===== src/rtl/tdm_pkg.sv =====
// Shared types and constants for the tdm_demux4 receive path.
package tdm_pkg;

    localparam int NUM_SLOTS = 4;

    typedef logic [1:0] slot_t;

    typedef enum logic [0:0] {
        HUNT   = 1'b0,
        LOCKED = 1'b1
    } state_t;

endpackage


===== src/rtl/tdm_demux4_if.sv =====
// Serial sample bus into the demux plus the reconstructed parallel frame out of it.
interface tdm_demux4_if #(
    parameter int WIDTH = 1
) ();
    import tdm_pkg::*;

    logic             en;
    logic [WIDTH-1:0] din;
    logic             sync;

    logic [WIDTH-1:0] O0;
    logic [WIDTH-1:0] O1;
    logic [WIDTH-1:0] O2;
    logic [WIDTH-1:0] O3;
    logic             frame_valid;
    slot_t            sel;
    logic             locked;
    logic             sync_err;

    modport master (
        output en, din, sync,
        input  O0, O1, O2, O3, frame_valid, sel, locked, sync_err
    );

    modport slave (
        input  en, din, sync,
        output O0, O1, O2, O3, frame_valid, sel, locked, sync_err
    );

endinterface


===== src/rtl/tdm_slot_ctr.sv =====
// 2-bit wrapping slot counter; clear beats load-to-1, which beats increment.
module tdm_slot_ctr
    import tdm_pkg::*;
(
    input  logic  clk,
    input  logic  rst,
    input  logic  clr,
    input  logic  load1,
    input  logic  inc,
    output slot_t sel
);

    slot_t cnt_q;
    slot_t cnt_d;

    // next slot index
    always_comb begin
        cnt_d = cnt_q;
        if (clr) begin
            cnt_d = 2'd0;
        end else if (load1) begin
            cnt_d = 2'd1;
        end else if (inc) begin
            cnt_d = cnt_q + 2'd1;
        end
    end

    // slot index register
    always_ff @(posedge clk) begin
        if (rst) begin
            cnt_q <= 2'd0;
        end else begin
            cnt_q <= cnt_d;
        end
    end

    assign sel = cnt_q;

endmodule


===== src/rtl/tdm_demux4.sv =====
// Four-channel TDM demultiplexer: tracks the slot position of a serial stream
// and publishes each complete frame atomically on registered outputs.
// Build option: TDM_SYNC_STRICT_EN -- when defined, a missing sync at slot 0
// while locked is a framing error (drop to HUNT); otherwise the block flywheels.
//
// state  | meaning
// -------+---------------------------------------------------------------
// HUNT   | waiting for an en-qualified sync; all samples discarded
// LOCKED | slot position known; samples stored by sel, slot 3 publishes
module tdm_demux4
    import tdm_pkg::*;
#(
    parameter int WIDTH = 1
) (
    input logic         clk,
    input logic         rst,
    tdm_demux4_if.slave bus
);

    state_t           state_q, state_d;
    logic [WIDTH-1:0] sh0_q, sh0_d;
    logic [WIDTH-1:0] sh1_q, sh1_d;
    logic [WIDTH-1:0] sh2_q, sh2_d;
    logic [WIDTH-1:0] o0_q, o0_d;
    logic [WIDTH-1:0] o1_q, o1_d;
    logic [WIDTH-1:0] o2_q, o2_d;
    logic [WIDTH-1:0] o3_q, o3_d;
    logic             fv_q, fv_d;
    logic             err_q, err_d;

    logic  ctr_clr;
    logic  ctr_load1;
    logic  ctr_inc;
    slot_t sel;

    tdm_slot_ctr u_slot_ctr (
        .clk   (clk),
        .rst   (rst),
        .clr   (ctr_clr),
        .load1 (ctr_load1),
        .inc   (ctr_inc),
        .sel   (sel)
    );

    // framing FSM, shadow capture and atomic frame publish
    always_comb begin
        state_d   = state_q;
        sh0_d     = sh0_q;
        sh1_d     = sh1_q;
        sh2_d     = sh2_q;
        o0_d      = o0_q;
        o1_d      = o1_q;
        o2_d      = o2_q;
        o3_d      = o3_q;
        fv_d      = 1'b0;
        err_d     = 1'b0;
        ctr_clr   = 1'b0;
        ctr_load1 = 1'b0;
        ctr_inc   = 1'b0;

        if (bus.en) begin
            case (state_q)
                HUNT: begin
                    if (bus.sync) begin
                        sh0_d     = bus.din;
                        ctr_load1 = 1'b1;
                        state_d   = LOCKED;
                    end
                end
                LOCKED: begin
                    if (bus.sync && (sel != 2'd0)) begin
                        // early sync: abandon the partial frame and realign on this sample
                        err_d     = 1'b1;
                        sh0_d     = bus.din;
                        ctr_load1 = 1'b1;
                    end else if (!bus.sync && (sel == 2'd0)) begin
`ifdef TDM_SYNC_STRICT_EN
                        err_d   = 1'b1;
                        ctr_clr = 1'b1;
                        state_d = HUNT;
`else
                        sh0_d   = bus.din;
                        ctr_inc = 1'b1;
`endif
                    end else begin
                        ctr_inc = 1'b1;
                        case (sel)
                            2'd0: sh0_d = bus.din;
                            2'd1: sh1_d = bus.din;
                            2'd2: sh2_d = bus.din;
                            default: begin
                                o0_d = sh0_q;
                                o1_d = sh1_q;
                                o2_d = sh2_q;
                                o3_d = bus.din;
                                fv_d = 1'b1;
                            end
                        endcase
                    end
                end
                default: state_d = HUNT;
            endcase
        end
    end

    // state, shadow and output registers
    always_ff @(posedge clk) begin
        if (rst) begin
            state_q <= HUNT;
            sh0_q   <= '0;
            sh1_q   <= '0;
            sh2_q   <= '0;
            o0_q    <= '0;
            o1_q    <= '0;
            o2_q    <= '0;
            o3_q    <= '0;
            fv_q    <= 1'b0;
            err_q   <= 1'b0;
        end else begin
            state_q <= state_d;
            sh0_q   <= sh0_d;
            sh1_q   <= sh1_d;
            sh2_q   <= sh2_d;
            o0_q    <= o0_d;
            o1_q    <= o1_d;
            o2_q    <= o2_d;
            o3_q    <= o3_d;
            fv_q    <= fv_d;
            err_q   <= err_d;
        end
    end

    assign bus.O0          = o0_q;
    assign bus.O1          = o1_q;
    assign bus.O2          = o2_q;
    assign bus.O3          = o3_q;
    assign bus.frame_valid = fv_q;
    assign bus.sync_err    = err_q;
    assign bus.sel         = sel;
    assign bus.locked      = (state_q == LOCKED);

endmodule


===== src/flat_wrapper.sv =====
// flat-port wrapper written by rule: the top's interface ports become plain ports
module tdm_demux4_flat import tdm_pkg::*;
#(
    parameter int WIDTH = 1
)
  (clk, rst, bus_en, bus_din, bus_sync, bus_O0, bus_O1, bus_O2, bus_O3, bus_frame_valid, bus_sel, bus_locked, bus_sync_err);
  tdm_demux4_if #(.WIDTH(WIDTH)) bus_i ();
  input logic clk;
  input logic rst;
  input wire logic [$bits(bus_i.en)-1:0] bus_en;
  input wire logic [$bits(bus_i.din)-1:0] bus_din;
  input wire logic [$bits(bus_i.sync)-1:0] bus_sync;
  output wire logic [$bits(bus_i.O0)-1:0] bus_O0;
  output wire logic [$bits(bus_i.O1)-1:0] bus_O1;
  output wire logic [$bits(bus_i.O2)-1:0] bus_O2;
  output wire logic [$bits(bus_i.O3)-1:0] bus_O3;
  output wire logic [$bits(bus_i.frame_valid)-1:0] bus_frame_valid;
  output wire logic [$bits(bus_i.sel)-1:0] bus_sel;
  output wire logic [$bits(bus_i.locked)-1:0] bus_locked;
  output wire logic [$bits(bus_i.sync_err)-1:0] bus_sync_err;
  assign bus_i.en = bus_en;
  assign bus_i.din = bus_din;
  assign bus_i.sync = bus_sync;
  assign bus_O0 = bus_i.O0;
  assign bus_O1 = bus_i.O1;
  assign bus_O2 = bus_i.O2;
  assign bus_O3 = bus_i.O3;
  assign bus_frame_valid = bus_i.frame_valid;
  assign bus_sel = bus_i.sel;
  assign bus_locked = bus_i.locked;
  assign bus_sync_err = bus_i.sync_err;
  tdm_demux4 #(.WIDTH(WIDTH)) u_core (.clk(clk), .rst(rst), .bus(bus_i));
endmodule

===== config.mk =====
export PLATFORM = sky130hd
export DESIGN_NAME = tdm_demux4_flat
export DESIGN_NICKNAME = d
export VERILOG_FILES = /design/src/rtl/tdm_pkg.sv /design/src/rtl/tdm_demux4_if.sv /design/src/rtl/tdm_slot_ctr.sv /design/src/rtl/tdm_demux4.sv /design/src/flat_wrapper.sv
export SDC_FILE = /design/constraint.sdc
export NUM_CORES = 1
export LEC_CHECK = 0
export BUFFER_PORTS_ARGS = -buffer_cell sky130_fd_sc_hd__buf_2
export CORE_UTILIZATION = 25
export DETAILED_ROUTE_END_ITERATION = 10
export GPL_ROUTABILITY_DRIVEN = 1
export HOLD_SLACK_MARGIN = 0.08
export PLACE_DENSITY = 0.5
export SLEW_MARGIN = 20
export SYNTH_ARGS = -nofsm -noshare
export SYNTH_HDL_FRONTEND = slang
export SYNTH_HIERARCHICAL = 1
export SYNTH_SLANG_ARGS = --single-unit

===== constraint.sdc =====
create_clock -name clk -period 3.7 [get_ports clk]
set_input_delay 0.555 -clock clk [delete_from_list [all_inputs] [get_ports clk]]
set_output_delay 0.555 -clock clk [all_outputs]
set_load 0.005 [all_outputs]

# == Word-level counts from Yosys, hierarchy flattened ==
# Index checks and enable logic that the tools add are counted.
# word_totals
reg_bits,12
input_bits,5
out_inout_bits,9
wordCells,52
# op_classes
add_sub_neg,1
n_eq_ne,4
mux,16
n_bitwise,5
reduce_logical,14
# ops
cell,n
$reduce_and A5 Y1,3
$mux W1,14
$reduce_or A3 Y1,2
$not A1 Y1,5
$reduce_or A5 Y1,1
$ne A4 B4 Y1 const B,1
$pmux W1 S2,2
$reduce_bool A2 Y1,2
$reduce_and A3 Y1,1
$add A2 B1 Y2 const B,1
$eq A2 B1 Y1 const B,1
$eq A2 B2 Y1 const B,1
$logic_and A1 B1 Y1,2
$logic_not A2 Y1,1
$ne A2 B2 Y1 const B,1
$reduce_or A2 Y1,1
$logic_not A1 Y1,1

# == Depth between registers and ports, before layout ==
# Gate-level depths: netlist (run 1).
# depth
ltp_word,7
mapped_depth,6
mapped_depth_nobuf,6

# == Hierarchy ==
# The synthesis (run 1) kept the hierarchy.
# modules_own_cells
mod,instances,cells_each,area_each_um2
tdm_demux4,1,49,479.2
tdm_slot_ctr,1,8,92.6

# == Least setup slack after synthesis (run 1) ==
# OpenSTA, ideal clock, no wires.
# synth_path
path_kind,reg2reg
startpoint,"register u_core.u_slot_ctr.cnt_q[0], in the netlist u_core/u_slot_ctr/sel[0]"
endpoint,"register u_core.u_slot_ctr.cnt_q[1], in the netlist u_core/u_slot_ctr/sel[1]"
arrival_time_ns,1.426
required_time_ns,3.597
setup_slack_ns,2.171
stages_incl_launch_ff,7
n_path_buf,0
cell_sequence,dfxtp_1 > nor2_1 > inv_1 > ha_1 > nor2_1 > nand3b_1 > a2111oi_2
# synth_rtl
item,line_no,rtl
start: declaration,tdm_slot_ctr.sv:13,slot_t cnt_q;
start signal: assignment,tdm_slot_ctr.sv:33,cnt_q <= cnt_d;
$reduce_bool A2 Y1,tdm_demux4.sv:71,if (bus.sync && (sel != 2'd0)) begin
$logic_and A1 B1 Y1,tdm_demux4.sv:71,
$mux W1,tdm_demux4.sv:71,
$mux W1,tdm_demux4.sv:62,case (state_q)
$mux W1,tdm_demux4.sv:61,if (bus.en) begin
via u_core.ctr_inc,tdm_demux4.sv:33,logic ctr_inc;
# The timed path passes the listed nets, and every way through them passes these cells.
# A chain may end at the register's enable or synchronous reset.

# == Final worst setup path (run 1) ==
# Ends and elaborated chain as after synthesis.

==> implementation parameters, run 1 <==
Parameter                              Value

Setup path
  Launching element of the worst setup path    u_core/u_slot_ctr/sel[0]
  FF-to-FF path depth    6
  Source of the worst register-to-register timing path    u_core/u_slot_ctr/sel[0]
  Reg-to-reg endpoint    u_core/u_slot_ctr/sel[1]
  Startpoint kind of the worst setup timing path    flop
  Critical path's slowest cell    dfxtp_1
  Max incr delay on CP    about 0.37 ns
  Type of the worst setup path    flop to flop
  Reg-to-reg slack, setup    ~2 ns
  Buf+Inv Stages, Crit Path    1
  Data required time of the worst path    3.88 ns
  Cell occurring most often along the worst timing path    nor2_1
  Data arrival time of the critical path    1.86 ns
  CP Cell Sequence    nor2_1 -> inv_1 -> ha_1 -> nor2_1 -> nand3b_1 -> a2111oi_2
  Kind of end point of the critical path    flop
  Delay-heaviest family, CP    simple AND/OR/NAND/NOR gates
  Peak fanout along the critical path    8

Timing
  Highest clock frequency the design can meet    slightly below 600 MHz
  Final cycle utilization of the critical path    0.455
  Setup TNS after final layout    0 ns
  Hold violation count in the final report    0
  Number of slew-limit violations in the final report    0
  Final critical delay including setup and external delays    roughly 1.7 ns
  Layout Skew    0.00260 ns
  Final setup fails    0
  RSZ-0062 raised after global routing    false

Floorplan
  Starting utilization of the core area    0.277
  Full die area    2480 sq um
  CORE AREA    2060 sq um
  Ports    14
  Die Y    49.8 um
  Row Count    16
  DIE WIDTH    roughly 50 um

Drt
  DR pass1 iterations    4
  Total via count in the routed design    around 400
  Via density per instance    4.12
  Post-DRT Antenna Nets    0
  Total detailed-routing wirelength    roughly 1000 um
  Detailed router's first-iteration violation count    6
  Per-cell routed wire length    slightly above 10 um
  Detailed-route DRC error count    0

Final layout
  Final net count    between 80 and 90
  Final non-filler cell total    99
  Fraction of layout instances using a drive strength above 1    0.250
  Synthesis-to-layout area growth    20.4%
  Post-route core utilization    0.334
  Diodes inserted    0

Clocking
  Root cell of the clock tree    clkbuf_4
  Clock Pin Slew Worst Setup and Hold Paths    0.07 ns
  TritonCTS clock tree    yes
  Clk sink count    12
  Number of buffers created by CTS    3
  Number of levels in the clock H-tree    1
  Setup fix buffers added after clock tree synthesis    0
  Clock buffer depth    2
  Clock insertion delay at the later pin of the skew report    roughly 0.27 ns
  Number of gates resized after cts    0
  Number of buffers inserted by hold repair at cts    0

Global routing
  Overall routing resource usage    0.0997
  Wire length of the first global-routing pass    1720 um
  Pin count of the biggest net entering global routing    14
  Vias in the first global route    around 370
  Overflow after GRT    0
  Number of antenna violations at the first check in global routing    0

Synthesis
  Top_reg_cell synth    dfxtp_1
  Post-synth design cell area    approximately 570 sq um
  Seq/Total Area, Yosys    0.420
  FF+latch count, synth    12
  Gate Count Post-Synth    57
  Synth top area share    0.420
  Synth unique cells    24
  Share of flip-flops with an asynchronous set or reset after synthesis    0
  Synth warnings    6
  EDFF count, synth    0
  Library cell with the largest summed area after synthesis    dfxtp_1
  Average size of a mapped cell    approximately 10 sq um
  Top post-synthesis cells by area    dfxtp_1 (42%), mux2i_1 (14%), nand2b_1 (8.8%)

Status
  Status    complete, no violations

Pwr
  Power Density    ~340 nW/um^2
  Peak ir drop on the vdd network    144 uV
  Leakage power summed over all cells    0.324 nW

Hold path
  Min-delay worst type    flop to flop
  Beginning of the worst hold path    u_core/bus.O0
  Endpoint of the worst hold path    u_core/bus.O0
  Number of cells traversed by the worst hold path    2

Job
  MaxCap Viol Count    0

Place
  Routability cong.    approximately 0.78
  Number of buffers added on ports    13
  Placed instance count    96
==> synth_stat cells (2+ instances only) <==
library cell	count
nand2b_1	8
mux2i_1	8
inv_1	2
nor2_1	4
nor3b_1	3
ha_1	3
dfxtp_1	12
==> final cells by class <==
cell class,count,area (sq um)
Fill cell,208,1370
Multi-Input combinational cell,42,319
Sequential cell,12,240
Timing Repair Buffer,13,65.1
Tap cell,27,33.8
Clock buffer,3,22.5
Inverter,2,7.51
==> how the worst max path moves through the flow <==
stage                                     to  slack (ns)  cells after the start
finish              u_core/u_slot_ctr/sel[1]        2.02                      6
global route        u_core/u_slot_ctr/sel[1]        1.81                      6
CTS                 u_core/u_slot_ctr/sel[1]        2.00                      6
detailed placement  u_core/u_slot_ctr/sel[1]        1.97                      5
global placement    u_core/u_slot_ctr/sel[1]        2.01                      5
floorplan           u_core/u_slot_ctr/sel[1]        2.17                      6
==> kinds of logic after synthesis <==
group,after synthesis,synth area share
compound gates,5,0.0810
xor+xnor,1,0.0153
fa+ha+maj,3,0.0657
buf+inv,4,0.0284
flops,12,0.420
mux,8,0.140
other cells,1,0.00656
simple gates,23,0.243
==> state kept, by name, summed over array words and instances (netlist names) <==
register,cells
u_core/bus.O3,1
u_core/u_slot_ctr/sel,2
u_core/sh2_q,1
u_core/bus.sync_err,1
u_core/bus.frame_valid,1
u_core/sh1_q,1
u_core/bus.locked,1
u_core/bus.O2,1
u_core/sh0_q,1
u_core/bus.O1,1
u_core/bus.O0,1
==> metrics by stage <==
| stage | worst slack (ns) | hold slack [ns] | power [mW] | area (sq um) |
|---|---|---|---|---|
| floorplan | 2.17 | 0.458 | 0.149 | 576 |
| global placement | 2.01 | 0.463 | 0.157 | 666 |
| detailed placement | 1.97 | 0.465 | 0.157 | 666 |
| CTS | 2.00 | 0.475 | 0.238 | 688 |
| global route | 1.81 | 0.497 | 0.250 | 688 |
| finish | 2.02 | 0.470 | 0.233 | 688 |
==> worst min-delay path, stage by stage (launching register included) <==
cell	delay (ns)
dfxtp_1	0.31
nand2b_1	0.06
mux2i_1	0.06
==> cells in the final DEF, fill, tap and decap left out, drive strengths merged, types with 2 or more instances in the layout <==
cell	netlist	final
conb	1	2
dfxtp	12	12
nand2	2	2
clkbuf	2	3
nor3b	3	3
inv	2	2
buf	0	13
ha	3	3
nor2	4	4
mux2i	8	8
nand2b	8	8
==> per-layer routing <==
metal / GRT usage / part of all wire / vias to the layer above
li1: - / - / 222
met1: 0.124 / 0.50 / 170
met2: 0.119 / 0.38 / 13
met3: 0.0648 / 0.093 / 3
met4: 0.0714 / 0.024 / 0
met5: 0 / 0 / -
==> where the power goes <==
part	internal (mW)	leakage [nW]	switching (mW)	total, mW
sequential	0.131	0.0971	0.00264	0.134
combinational	0.00925	0.213	0.0107	0.0199
clock	0.0378	0.0138	0.0417	0.0794
total	0.178	0.324	0.0550	0.233
Note: power is estimated with default switching activity, not from simulation.
==> inputs of run 2 (changes only) <==
==> constraint.sdc (replaced) <==
create_clock -name clk -period 1.65 [get_ports clk]
set_input_delay 0.2475 -clock clk [delete_from_list [all_inputs] [get_ports clk]]
set_output_delay 0.2475 -clock clk [all_outputs]
set_load 0.005 [all_outputs]
==> implementation parameters, run 2 (synthesis results as in run 1) <==
Parameter                              Value

Setup path
  Reg-to-reg slack, setup    0.13 ns (-1.89 ns)
  Peak fanout along the critical path    4 (-4)
  Data required time of the worst path    1.81 ns (-2.07 ns)
  Startpoint kind of the worst setup timing path    flop
  Data arrival time of the critical path    1.68 ns (-0.18 ns)
  Kind of end point of the critical path    flop
  Type of the worst setup path    flop to flop

Timing
  Final cycle utilization of the critical path    0.921 (+0.466)
  Layout Skew    0.000908 ns (-0.00169 ns)
  Setup TNS after final layout    0 ns (unchanged)
  Final Hold Slack    0.291 ns (-0.179 ns)
  Number of slew-limit violations in the final report    0 (unchanged)
  RSZ-0062 raised after global routing    false
  Final critical delay including setup and external delays    1.52 ns (-0.163 ns)
  Highest clock frequency the design can meet    658 MHz (+11%)
  Setup WS post-layout    0.130 ns (-1.89 ns)
  Final setup fails    0 (unchanged)
  Hold violation count in the final report    0 (unchanged)

Drt
  Detailed router's first-iteration violation count    11 (+5)
  Total detailed-routing wirelength    1180 um (+18%)
  Total via count in the routed design    440 (+7.8%)
  Per-cell routed wire length    11.5 um (+13%)
  Via density per instance    4.27 (+3.7%)
  Detailed-route DRC error count    0 (unchanged)
  Post-DRT Antenna Nets    0 (unchanged)
  DR pass1 iterations    3 (-1)

Place
  Placement Setup Slack    0.0984 ns (-1.87 ns)
  Placed instance count    99 (+3.1%)
  Number of buffers added on ports    13 (unchanged)
  Routability cong.    0.769 (-1.0%)
  Placed wire-length estimate after detailed placement    878 um

Hold path
  Min-delay worst type    input port to flop

Global routing
  Pin count of the biggest net entering global routing    14 (unchanged)
  Vias in the first global route    430 (+15%)
  Overall routing resource usage    0.109 (+0.00887)
  Overflow after GRT    0 (unchanged)
  Number of antenna violations at the first check in global routing    0 (unchanged)
  Wire length of the first global-routing pass    1970 um (+14%)

Final layout
  Synthesis-to-layout area growth    27.1%
  Final non-filler cell total    103 (+4.0%)
  Fraction of layout instances using a drive strength above 1    0.303 (+0.0526)
  Diodes inserted    0 (unchanged)
  Number of flip-flops in the largest register    2 (unchanged)
  Final net count    85 (+3.7%)
  Commonest non-fill, non-tap cell in the layout    buf_2
  Top library cells by usage in the layout, fill and taps aside    buf_2 (13), dfxtp_1 (12), mux2i_1 (8), nand2b_1 (8)

Clocking
  Clk sink count    12 (unchanged)
  Number of levels in the clock H-tree    1 (unchanged)
  Number of buffers created by CTS    3 (unchanged)
  Clock Pin Slew Worst Setup and Hold Paths    0.08 ns (about the same)
  Root cell of the clock tree    clkbuf_4
  Clock buffer depth    2 (unchanged)
  Clock insertion delay at the later pin of the skew report    0.27 ns (about the same)
  TritonCTS clock tree    yes

Pwr
  Seq pwr share    0.510 (-0.064)
  Switching fraction of total power    0.229 (-0.00708)
  Clock network fraction of total power    0.401 (+0.060)
  Comb pwr share    0.089 (+0.004)
  Power consumption    0.585 mW (+150%)
  Peak ir drop on the vdd network    467 uV (+220%)
  Leakage power summed over all cells    0.348 nW (+7.5%)
  Internal power component    0.452 mW (+150%)
  Power Density    805 nW/um^2 (+140%)
  Switch Pwr    0.134 mW (+140%)

Floorplan
  DIE WIDTH    49.8 um (unchanged)
  Die Y    49.8 um (unchanged)
  Full die area    2480 sq um (unchanged)
  Ports    14 (unchanged)
  CORE AREA    2060 sq um (unchanged)
  Row Count    16 (unchanged)
  Starting utilization of the core area    0.277 (unchanged)

Job
  MaxCap Viol Count    0 (unchanged)

Status
  Status    complete, no violations
[run 2: worst paths after layout]
| check | from | to | cells past startpoint |
|---|---|---|---|
| setup / recovery | u_core/u_slot_ctr/sel[1] | u_core/bus.O2 | 5 |
| hold / removal | rst | u_core/bus.locked | 2 |
| setup reg to reg | u_core/u_slot_ctr/sel[1] | u_core/bus.O2 | 5 |
| hold reg to reg | u_core/bus.O3 | u_core/bus.O3 | 2 |
[run 2: what timing repair did]
action	CTS	global route
buffers inserted	0	0
resized for setup	0	1
setup endpoints to repair	0	6
hold buffers	0	0
[run 2: critical path, stage by stage (launching register included)]
cell	delay, ns
dfxtp_1	0.32
nor2_2	0.17
inv_1	0.08
ha_1	0.19
or3_1	0.49
mux2i_1	0.16
[run 2: layout make-up]
cell class | count | area (sq um)
fillers | 205 | 1340
multi-input cells | 42 | 322
flip-flops and latches | 12 | 240
repair buffers | 16 | 87.6
clock buffers | 4 | 36.3
well taps | 27 | 33.8
inverters | 2 | 7.51
[run 2: layer usage]
| layer | GRT usage | wire, um | vias to the layer above |
|---|---|---|---|
| met3 | 0.0463 | 55 | 4 |
| met5 | 0 | 0 | - |
| met2 | 0.151 | 485 | 14 |
| li1 | - | - | 227 |
| met4 | 0.0619 | 34 | 0 |
| met1 | 0.138 | 606 | 195 |
[run 2: stage by stage]
step | util | instance area [sq um]
floorplan | - | 576
global placement | 0.334 | 688
detailed placement | 0.334 | 688
CTS | 0.351 | 724
global route | 0.353 | 727
finish | 0.353 | 727
[run 2: power groups by stage]
| stage | logic, mW | clock network [mW] | registers (mW) |
|---|---|---|---|
| 2_1_floorplan | 0.0283 | 0 | 0.306 |
| 3_3_place_gp | 0.0508 | 0 | 0.305 |
| 3_5_place_dp | 0.0512 | 0 | 0.305 |
| 4_1_cts | 0.0516 | 0.248 | 0.298 |
| 5_1_grt | 0.0576 | 0.267 | 0.299 |
| 6_report | 0.0519 | 0.235 | 0.299 |
==> inputs of run 3 (changes only) <==
--- a/config.mk
+++ b/config.mk
@@ -11,6 +11,7 @@
 export GPL_ROUTABILITY_DRIVEN = 1
 export HOLD_SLACK_MARGIN = 0.08
 export PLACE_DENSITY = 0.5
+export SETUP_SLACK_MARGIN = 0.2
 export SLEW_MARGIN = 20
 export SYNTH_ARGS = -nofsm -noshare
 export SYNTH_HDL_FRONTEND = slang
==> implementation parameters, run 3 (synthesis results as in run 1) <==
Parameter                              Value

Clocking
  Number of levels in the clock H-tree    1 (unchanged)
  Clk sink count    12 (unchanged)
  Number of buffers inserted by hold repair at cts    0 (unchanged)
  Clock insertion delay at the later pin of the skew report    0.27 ns (about the same)
  Clock buffer depth    2 (unchanged)
  Clock Pin Slew Worst Setup and Hold Paths    0.08 ns (about the same)
  Number of buffers created by CTS    3 (unchanged)
  Root cell of the clock tree    clkbuf_4
  TritonCTS clock tree    yes

Drt
  Total detailed-routing wirelength    1120 um (-5.4%)
  Detailed router's first-iteration violation count    4 (-7)
  Via density per instance    4.34 (+1.7%)
  Total via count in the routed design    456 (+3.6%)
  Per-cell routed wire length    10.6 um (-7.2%)
  Detailed-route DRC error count    0 (unchanged)
  Post-DRT Antenna Nets    0 (unchanged)
  DR pass1 iterations    3 (unchanged)

Final layout
  Commonest non-fill, non-tap cell in the layout    buf_2
  Fraction of layout instances using a drive strength above 1    0.436 (+0.133)
  Synthesis-to-layout area growth    39.2%
  Final net count    87 (+2.4%)
  Diodes inserted    0 (unchanged)
  Number of filler instances in the final layout    217 (+5.9%)
  Multi-input gate area in the final layout    368 sq um (+14%)
  Final design area excluding fillers    796 sq um (+9.5%)
  Number of flip-flops in the largest register    2 (unchanged)
  Sequential Area    248 sq um (+3.1%)
  Top library cells by usage in the layout, fill and taps aside    buf_2 (13), dfxtp_1 (10), mux2i_1 (8), nand2b_1 (8), buf_4 (5)

Timing
  Layout Skew    0.00580 ns (+0.00489 ns)
  Final Hold Slack    0.288 ns (-0.00373 ns)
  Setup WS post-layout    0.266 ns (+0.136 ns)
  Highest clock frequency the design can meet    722 MHz (+9.8%)
  Hold violation count in the final report    0 (unchanged)
  RSZ-0062 raised after global routing    true
  Final cycle utilization of the critical path    0.839 (-0.0823)
  Final setup fails    0 (unchanged)
  Setup TNS after final layout    0 ns (unchanged)
  Number of slew-limit violations in the final report    0 (unchanged)
  Final critical delay including setup and external delays    1.38 ns (-0.136 ns)

Global routing
  Overflow after GRT    0 (unchanged)
  Wire length of the first global-routing pass    1930 um (-1.7%)
  Gr busiest metal    met2
  Pin count of the biggest net entering global routing    14 (unchanged)
  Met1 global-route usage    0.127 (-0.0107)
  Met3 Usage GRT    0.0463 (unchanged)
  Met2 demand-to-capacity share in global routing    0.162 (+0.0113)
  Overall routing resource usage    0.104 (-0.00501)
  Number of antenna violations at the first check in global routing    0 (unchanged)
  Vias in the first global route    442 (+2.8%)

Floorplan
  DIE WIDTH    49.8 um (unchanged)
  Ports    14 (unchanged)
  Starting utilization of the core area    0.277 (unchanged)
  Die Y    49.8 um (unchanged)
  CORE AREA    2060 sq um (unchanged)
  Row Count    16 (unchanged)
  Full die area    2480 sq um (unchanged)

Job
  MaxCap Viol Count    0 (unchanged)

Pwr
  Power consumption    0.588 mW (+0.43%)
  Comb pwr share    0.101 (+0.012)
  Leakage power summed over all cells    0.360 nW (+3.4%)
  Switch Pwr    0.133 mW (-0.77%)
  Clock network fraction of total power    0.391 (-0.010)
  Internal power component    0.455 mW (+0.79%)
  Seq pwr share    0.508 (-0.002)
  Switching fraction of total power    0.226 (-0.00274)
  Peak ir drop on the vdd network    448 uV (-4.1%)
  Power Density    739 nW/um^2 (-8.3%)

Place
  Placed wire-length estimate after detailed placement    777 um (-12%)
  Number of buffers added on ports    13 (unchanged)
  Post-placement cell area    679 sq um (-1.3%)
  Routability cong.    0.716 (-7.0%)
  Placement Setup Slack    0.0963 ns (-0.00206 ns)

Hold path
  Min-delay worst type    input port to flop

Setup path
  Kind of end point of the critical path    flop
  Data arrival time of the critical path    1.55 ns (-0.13 ns)
  Data required time of the worst path    1.81 ns (about the same)
  Type of the worst setup path    flop to flop
  Startpoint kind of the worst setup timing path    flop
  Peak fanout along the critical path    7 (+3)

Status
  Status    complete, no violations
[run 3: cell types whose count changed in the layout (fill, tap and decap cells not counted), sizes merged]
cell / before / now
buf: 16 / 18
[run 3: final timing paths]
| check | from | end | slack [ns] | cells past startpoint |
|---|---|---|---|---|
| worst max-delay path | u_core/u_slot_ctr/sel[0] | u_core/u_slot_ctr/sel[1] | 0.27 | 6 |
| worst min-delay path | bus_en | u_core/bus.locked | 0.29 | 3 |
| worst max register to register | u_core/u_slot_ctr/sel[0] | u_core/u_slot_ctr/sel[1] | 0.27 | 6 |
| worst min register to register | u_core/bus.O2 | u_core/bus.O2 | 0.47 | 2 |
[run 3: power by group through the flow]
stage	logic, mW	registers (mW)	clock network (mW)
4_1_cts	0.0502	0.300	0.242
3_5_place_dp	0.0470	0.307	0
5_1_grt	0.0663	0.299	0.254
3_3_place_gp	0.0468	0.307	0
2_1_floorplan	0.0297	0.306	0
6_report	0.0596	0.299	0.230
[run 3: worst max-delay path: stages, from the launching register on]
cell and delay (ns):
dfxtp_4 0.37, nor2_4 0.11, inv_2 0.06, ha_4 0.17, nor2_4 0.10, nand3b_1 0.12, a2111oi_2 0.35
[run 3: per-stage QoR]
step / utilization / instances
after floorplan: - / 58
after detailed placement: 0.329 / 96
after global placement: 0.329 / 96
after global routing: 0.386 / 105
final: 0.386 / 105
after CTS: 0.356 / 100
[run 3: area by class of cell]
type,count,area share
inverter,2,0.00943
clock buffer,4,0.0456
timing repair buffer,18,0.129
tap,27,0.0425
multi-input combinational,42,0.462
sequential,12,0.311
[run 3: metal layers]
| metal | part of all wire | wire [um] | vias up |
|---|---|---|---|
| li1 | - | - | 234 |
| met1 | 0.46 | 514 | 210 |
| met2 | 0.49 | 549 | 12 |
| met3 | 0.048 | 54 | 0 |
| met4 | 0 | 0 | 0 |
| met5 | 0 | 0 | - |
[run 3: what timing repair did]
item	4_1_cts	5_1_grt
pin swaps	0	4
endpoints found under the setup margin	6	8
resized for setup	4	6
setup buffers	0	5
